### src/rtl/mux_select_arbiter.sv
// mux_select_arbiter: round-robin owner selection for a shared 4:1 select mux.
// Drives the mux select and a one-hot grant, inserts a one-cycle turnaround gap
// between owners, and bounds ownership at MAX_HOLD cycles when the optional
// hold limit is compiled in with `define ARB_HOLD_LIMIT_EN.
module mux_select_arbiter #(
  parameter int unsigned N        = 4,
  parameter int unsigned MAX_HOLD = 8
) (
  input  logic         clk,
  input  logic         rst,
  input  logic [N-1:0] req,
  output logic [N-1:0] gnt,
  output logic [1:0]   sel,
  output logic         bus_en,
  output logic         owner_changed
);

  localparam int unsigned REQ_W  = 4;
  localparam int unsigned HOLD_W = 8;

  // Reject illegal configurations at elaboration time.
  if (N < 2 || N > 4 || MAX_HOLD < 1 || MAX_HOLD > 255) begin : g_param_check
    $error("mux_select_arbiter: N must be 2..4 and MAX_HOLD 1..255");
  end

  typedef enum logic [1:0] {
    ST_IDLE  = 2'd0,
    ST_GRANT = 2'd1,
    ST_GAP   = 2'd2
  } state_e;

  state_e         state_q, state_d;
  logic [N-1:0]   gnt_q, gnt_d;
  logic [1:0]     sel_q, sel_d;
  logic           bus_en_q, bus_en_d;
  logic           owner_changed_q, owner_changed_d;
  logic [1:0]     last_owner_q, last_owner_d;
`ifdef ARB_HOLD_LIMIT_EN
  logic [HOLD_W-1:0] hold_cnt_q, hold_cnt_d;
`endif

  logic [REQ_W-1:0] req_ext;
  logic             win_found;
  logic [1:0]       win_idx;
  logic [N-1:0]     win_onehot;
  logic             release_now;

  assign req_ext = REQ_W'(req);

  // Round-robin search starting one past the most recent owner.
  always_comb begin
    win_found  = 1'b0;
    win_idx    = 2'd0;
    win_onehot = '0;
    for (int unsigned k = 1; k <= N; k++) begin
      for (int unsigned i = 0; i < N; i++) begin
        if (!win_found && req[i] && (((32'(last_owner_q) + k) % N) == i)) begin
          win_found     = 1'b1;
          win_idx       = 2'(i);
          win_onehot[i] = 1'b1;
        end
      end
    end
  end

  // Owner gives up the bus on release, or on preemption at the hold limit.
  always_comb begin
    release_now = !req_ext[sel_q];
`ifdef ARB_HOLD_LIMIT_EN
    if ((hold_cnt_q == HOLD_W'(MAX_HOLD)) &&
        (|(req_ext & ~(REQ_W'(1) << sel_q)))) begin
      release_now = 1'b1;
    end
`endif
  end

  // Next-state and registered-output computation.
  always_comb begin
    state_d         = state_q;
    gnt_d           = gnt_q;
    sel_d           = sel_q;
    bus_en_d        = bus_en_q;
    owner_changed_d = 1'b0;
    last_owner_d    = last_owner_q;
`ifdef ARB_HOLD_LIMIT_EN
    hold_cnt_d      = hold_cnt_q;
`endif
    case (state_q)
      ST_IDLE, ST_GAP: begin
        if (win_found) begin
          state_d         = ST_GRANT;
          gnt_d           = win_onehot;
          sel_d           = win_idx;
          bus_en_d        = 1'b1;
          owner_changed_d = 1'b1;
          last_owner_d    = win_idx;
`ifdef ARB_HOLD_LIMIT_EN
          hold_cnt_d      = HOLD_W'(1);
`endif
        end else begin
          state_d  = ST_IDLE;
          gnt_d    = '0;
          bus_en_d = 1'b0;
        end
      end
      ST_GRANT: begin
        if (release_now) begin
          state_d  = ST_GAP;
          gnt_d    = '0;
          bus_en_d = 1'b0;
        end
`ifdef ARB_HOLD_LIMIT_EN
        else if (hold_cnt_q != HOLD_W'(MAX_HOLD)) begin
          hold_cnt_d = hold_cnt_q + HOLD_W'(1);
        end
`endif
      end
      default: begin
        state_d  = ST_IDLE;
        gnt_d    = '0;
        bus_en_d = 1'b0;
      end
    endcase
  end

  // State and output registers with synchronous reset.
  always_ff @(posedge clk) begin
    if (rst) begin
      state_q         <= ST_IDLE;
      gnt_q           <= '0;
      sel_q           <= 2'd0;
      bus_en_q        <= 1'b0;
      owner_changed_q <= 1'b0;
      last_owner_q    <= 2'(N - 1);
`ifdef ARB_HOLD_LIMIT_EN
      hold_cnt_q      <= '0;
`endif
    end else begin
      state_q         <= state_d;
      gnt_q           <= gnt_d;
      sel_q           <= sel_d;
      bus_en_q        <= bus_en_d;
      owner_changed_q <= owner_changed_d;
      last_owner_q    <= last_owner_d;
`ifdef ARB_HOLD_LIMIT_EN
      hold_cnt_q      <= hold_cnt_d;
`endif
    end
  end

  assign gnt           = gnt_q;
  assign sel           = sel_q;
  assign bus_en        = bus_en_q;
  assign owner_changed = owner_changed_q;

endmodule
### config.mk
export PLATFORM = sky130hd
export DESIGN_NAME = mux_select_arbiter
export DESIGN_NICKNAME = d
export VERILOG_FILES = /design/src/rtl/mux_select_arbiter.sv
export SDC_FILE = /design/constraint.sdc
export NUM_CORES = 1
export LEC_CHECK = 0
export ABC_AREA = 1
export CORE_MARGIN = 3
export CORE_UTILIZATION = 50
export CTS_BUF_LIST = sky130_fd_sc_hd__clkbuf_4 sky130_fd_sc_hd__clkbuf_8
export CTS_CLUSTER_SIZE = 10
export DETAILED_ROUTE_END_ITERATION = 7
export MAX_ROUTING_LAYER = met4
export PLACE_DENSITY = 0.83
export SLEW_MARGIN = 20
export SYNTH_ARGS = -nofsm -noshare
export SYNTH_HDL_FRONTEND = slang
export SYNTH_SLANG_ARGS = --single-unit
### constraint.sdc
create_clock -name clk -period 2 [get_ports clk]
set_input_delay 0.4 -clock clk [delete_from_list [all_inputs] [get_ports clk]]
set_output_delay 0.4 -clock clk [all_outputs]
set_load 0.05 [all_outputs]
======== Word-level counts from Yosys, hierarchy flattened ========
Cells that the tools add are included.
Widths: inputs -> output; s select.
storage, ports and cells
  register bits after elaboration ......... 12
  input port bits ......................... 6
  word-level logic and storage cells ...... 138
operators by class
  add/subtract/negate cells ............... 4
  magnitude comparators ................... 1
  eq/ne operators ......................... 15
  muxes and demuxes ....................... 57
  bitwise logic cells ..................... 1
  reduce and logical (&&, ||, !) cells .... 54
operator list
  cell                 count
  $logic_not 32->1     4
  $mux 1               36
  $logic_and 1x1->1    31
  $mux 2               15
  $eq 2x2->1 const B   9
  $logic_not 1->1      15
  $eq 2x1->1 const B   5
  $mux 4               2
  $pmux 4 s2           1
  $add 2x1->2 const B  2
  $add 2x2->2 const B  2
  $pmux 2 s2           1
  $reduce_or 2->1      2
  $lt 2x3->1 const B   1
  $bmux 1 s2           1
  $logic_not 2->1      1
  $ne 2x2->1 const B   1
  $pmux 1 s2           1
  $reduce_and 2->1     1
  $not 1->1            1

======== Depth between registers and ports, before layout ========
  depth in word-level cells ............... 66
  mapped depth ............................ 17
  gate-level depth less buffers ........... 17

======== Worst setup path before layout ========
No wires, ideal clock.
  kind .................................... input-to-reg
  start point ............................. in req[1]
  end point ............................... reg gnt_q[2], in the netlist gnt[2]
  arrival ................................. 1.723 ns
  setup slack ............................. 0.164 ns
  cell stages on the path ................. 13
  path through ............................ clkbuf_1 nand2_2 nand3_2 nor2_4 nand4_4 nor2_4 nand4_4 nor2_4 nand4_2 o21bai_4 nor2_2 nand2_1 nand2_1
on the way
  cells in the longest elaborated chain, start to end .. 61
  elaborated cells between the ends (all ways) .. 68
  those cells by class .................... eq/ne (1); mux (23); reduce/logical (44)
RTL lines
  item                             line  text
  from (decl)                      11    input logic [N-1:0] req,
  $logic_and 1x1->1 (2 in series)  57    if (!win_found && req[i] && (((32'(last_owner_q) + k) % N) == i)) begin
  $mux 1                           57
  $logic_not 1->1                  57
  $logic_and 1x1->1 (2 in series)  57
  $mux 1                           57
  $logic_not 1->1                  57
  $logic_and 1x1->1 (2 in series)  57
  $mux 1                           57
  [40 not listed]                  n/a
  $logic_not 1->1                  57
  $logic_and 1x1->1 (2 in series)  57
  $mux 1                           57
  $logic_not 1->1                  57
  $logic_and 1x1->1 (2 in series)  57
  $mux 1                           57
  $mux 4                           90    if (win_found) begin
  $pmux 4 s2                       88    case (state_q)
  to (signal assigned)             140   gnt_q <= gnt_d;
  to (decl)                        33    logic [N-1:0] gnt_q, gnt_d;
Parallel ways exist; a longest one is shown, timed or not. The select of a mux whose other input is x is not followed.
A chain may end at the register's enable or synchronous reset.

======== Worst setup path in the final report ========
  start point ............................. reg last_owner_q[0]
  end point ............................... reg sel_q[0], in the netlist sel[0]
on the way
  cells in the longest elaborated chain, start to end .. 65
  elaborated cells between the ends (all ways) .. 98
  those cells by class .................... add/sub (4); eq/ne (12); mux (31); reduce/logical (51)
RTL lines
  item                               line  text
  from (decl)                        37    logic [1:0] last_owner_q, last_owner_d;
  from (signal assigned)             134   last_owner_q <= 2'(N - 1);
  from (signal assigned)             144   last_owner_q <= last_owner_d;
  $add 2x1->2                        57
  $logic_not 32->1                   57
  $logic_and 1x1->1                  57
  $mux 1                             57
  $logic_not 1->1                    57
  $logic_and 1x1->1 (2 in series)    57
  $mux 1                             57
  $logic_not 1->1                    57
  [46 not listed]                    n/a
  $mux 1                             57
  $logic_not 1->1                    57
  $logic_and 1x1->1 (2 in series)    57
  $mux 1                             57
  $logic_not 1->1                    57
  $logic_and 1x1->1 (2 in series)    57
  $mux 1                             57
  $reduce_and 2->1 (no source line)  n/a
  to (signal assigned)               141   sel_q <= sel_d;
  to (decl)                          34    logic [1:0] sel_q, sel_d;
Parallel ways exist; a longest one is shown, timed or not.

==> impl_metrics.ini <==
[synthesis]
ys_ff_latch = 11
synth_nets = 126
async_flop_share_pct = 0
synth_edf_count = 0
syn_avg_cell_area_um2 = 6.45
synth_cell_types = 21
netlist_area_um2 = 774
synth_flop_cell = dfxtp_1
synth_cells = 120
seq_area_frac_synth_pct = 28.4
ys_warn_count = 0

[grt]
grt_max_degree = 7
overflow = 0
grt_util_all_layers_pct = 26.1
grt_pass1_wl_mm = 3.72
grt_antenna_before_repair = 0
grt_pass1_vias = 842

[place]
place.gp.congestion = 0.976
dp.final_hpwl_mm = 1.62
place_area_um2 = 1050
dp_worst_setup_slack_ps = -363
port_buffers = 13

[critical_path]
cp_common_cell = nand2_1
setup.worst_path.end_class = register
critPathSlowestCell = dfxtp_4
crit_chain = buf_4 > nand2_1 > inv_2 > nand2_2 > nand4_4 > nor2_4 > nand4_4 > nor3_1 > nand2_1 > nand2_1 > inv_1 > nand2_1 > nand2_1 > a21oi_1
crit_required_ps = 2200
path_max_fanout = 6
startpoint_type = register
cpPeakStageDelay_ps = 390
cpLargestDelayFamily = simple AND/OR/NAND/NOR gates
cp_data_arrival_time_ps = 2190
critPathBufInv = 3
crit_type = register to register

[clock_tree]
cts_root_buffer = clkbuf_4
numCtsBuffers = 3
htreeDepth = 1
cts.sink_count = 11
cts_tree = yes
clk_latency_ps = 270
clockBufferDepth = 2
path_clk_slew_ps = 60

[pwr]
pwr-share-clk_pct = 9.3
p_sw_uw = 874
comb_power_share_pct = 67.9
vdd_drop_max_v = 0.00112
p_int_uw = 857
seqPwrFrac_pct = 22.8
leakage_uw = 0.000597
powerDensity_nw_per_um2 = 1450
total_power_uw = 1730
p_sw_share_pct = 50.5

[timing]
min_period_over_period_pct = 99.6
report.final.slew_viol_count = 0
rsz0062_at_grt = yes
worst_pin_slew_ps = 500
whs_ps = 443
finalHoldViolCount = 0
clock.fmax_mhz = 502
tns_ps = 0
layout_min_cycle_time_ps = 1990
setup_violations = 0
finClkSkew_ps = 2.96
layout_setup_ws_ps = 8.73
slew_headroom_pct = 66.6

[floorplan]
die_y_um = 45.4
fp.dieW_um = 45.4
io_pins = 14
core_um2 = 1380
initial_core_util_pct = 56.0
dieArea_um2 = 2060
rows = 13

[final_layout]
mostFrequentLayoutCells = nand2_1 (37), buf_4 (22), inv_1 (13)
multiInputGateArea_um2 = 553
layout.nets = 165
fillers = 82
regArea_um2 = 228
n_antenna_cell = 0
postLayoutCellArea_um2 = 1190
drive_gt1_share_pct = 34.2
final_common_cell = nand2_1
area_growth_pct = 53.6

[detailed_routing]
vias = 970
ant_nets = 0
wirelength_mm = 2.59
first_pass_iters = 4
drtIter0Drc = 46
wl_per_cell_um = 15.0
vias_per_cell = 5.61
drc_errors = 0

[run]
maxCapViolCount = 0

[outcome]
status = finished clean

[hold_path]
hp-class = register to register
## registers in the layout, indices dropped and copies added (netlist names)
register	cells
state_q	2
last_owner_q	2
owner_changed	1
gnt	4
sel	2
## cell families (layout without fill, tap and decap cells)
kind of cell	count (synthesis)	after routing	synth area share, %
AOI/OAI and AO/OA	10	10	8.56
buffers and inverters	18	56	8.72
DFF	11	11	28.4
and+or+nand+nor	81	81	54.3
## stage by stage
step / util, % / instances
5_1_grt: 86.1 / 173
4_1_cts: 81.2 / 171
3_5_place_dp: 75.7 / 164
2_1_floorplan: - / 120
6_report: 86.1 / 173
3_3_place_gp: 75.7 / 164
## metal layers
metal	global-route usage (%)	wire, um	vias up
met5	-	0	-
met2	43.5	1300	36
li1	-	-	472
met3	6.77	171	4
met4	5.85	26	0
met1	31.2	1090	458
## synthesized netlist by cell type, types with 2 or more instances
cell type | instances | area [um^2]
a21oi_1 | 4 | 20.0
nor3_1 | 5 | 25.0
nand4_4 | 2 | 42.5
nand2_1 | 42 | 158
nor2_2 | 3 | 18.8
nand4_1 | 5 | 31.3
o21ai_0 | 4 | 20.0
dfxtp_1 | 11 | 220
nor2_4 | 3 | 33.8
nor2_1 | 9 | 33.8
nand3_1 | 7 | 35.0
inv_1 | 16 | 60.1
## power groups by stage
stage                     Combinational (uW)  Sequential [uW]  Clock [uW]
after detailed placement                 960              365           0
after CTS                               1040              370         166
after floorplan                          511              512           0
final                                   1170              395         162
after global placement                   942              362           0
after global routing                    1260              405         180
## worst paths after layout
path	from	to	slack, ps	cells after the start
worst max-delay path	last_owner_q[0]	sel[0]	9	14
worst max register to register	last_owner_q[0]	sel[0]	9	14
worst min register to register	state_q[1]	state_q[1]	440	1
worst min-delay path	state_q[1]	state_q[1]	440	1
## layout make-up
class / count / share of cell area [%]
Sequential cell: 11 / 19.1
Tap cell: 15 / 1.58
Multi-Input combinational cell: 91 / 46.5
Clock buffer: 4 / 2.52
Inverter: 17 / 5.57
Timing Repair Buffer: 35 / 24.7
## what timing repair did
item / in CTS / in global routing
pin swaps: 4 / 6
setup endpoints to repair: 6 / 10
resized for setup: 9 / 20
hold buffers: 0 / 0
buffers inserted: 3 / 2
(Power assumes the default switching activity.)
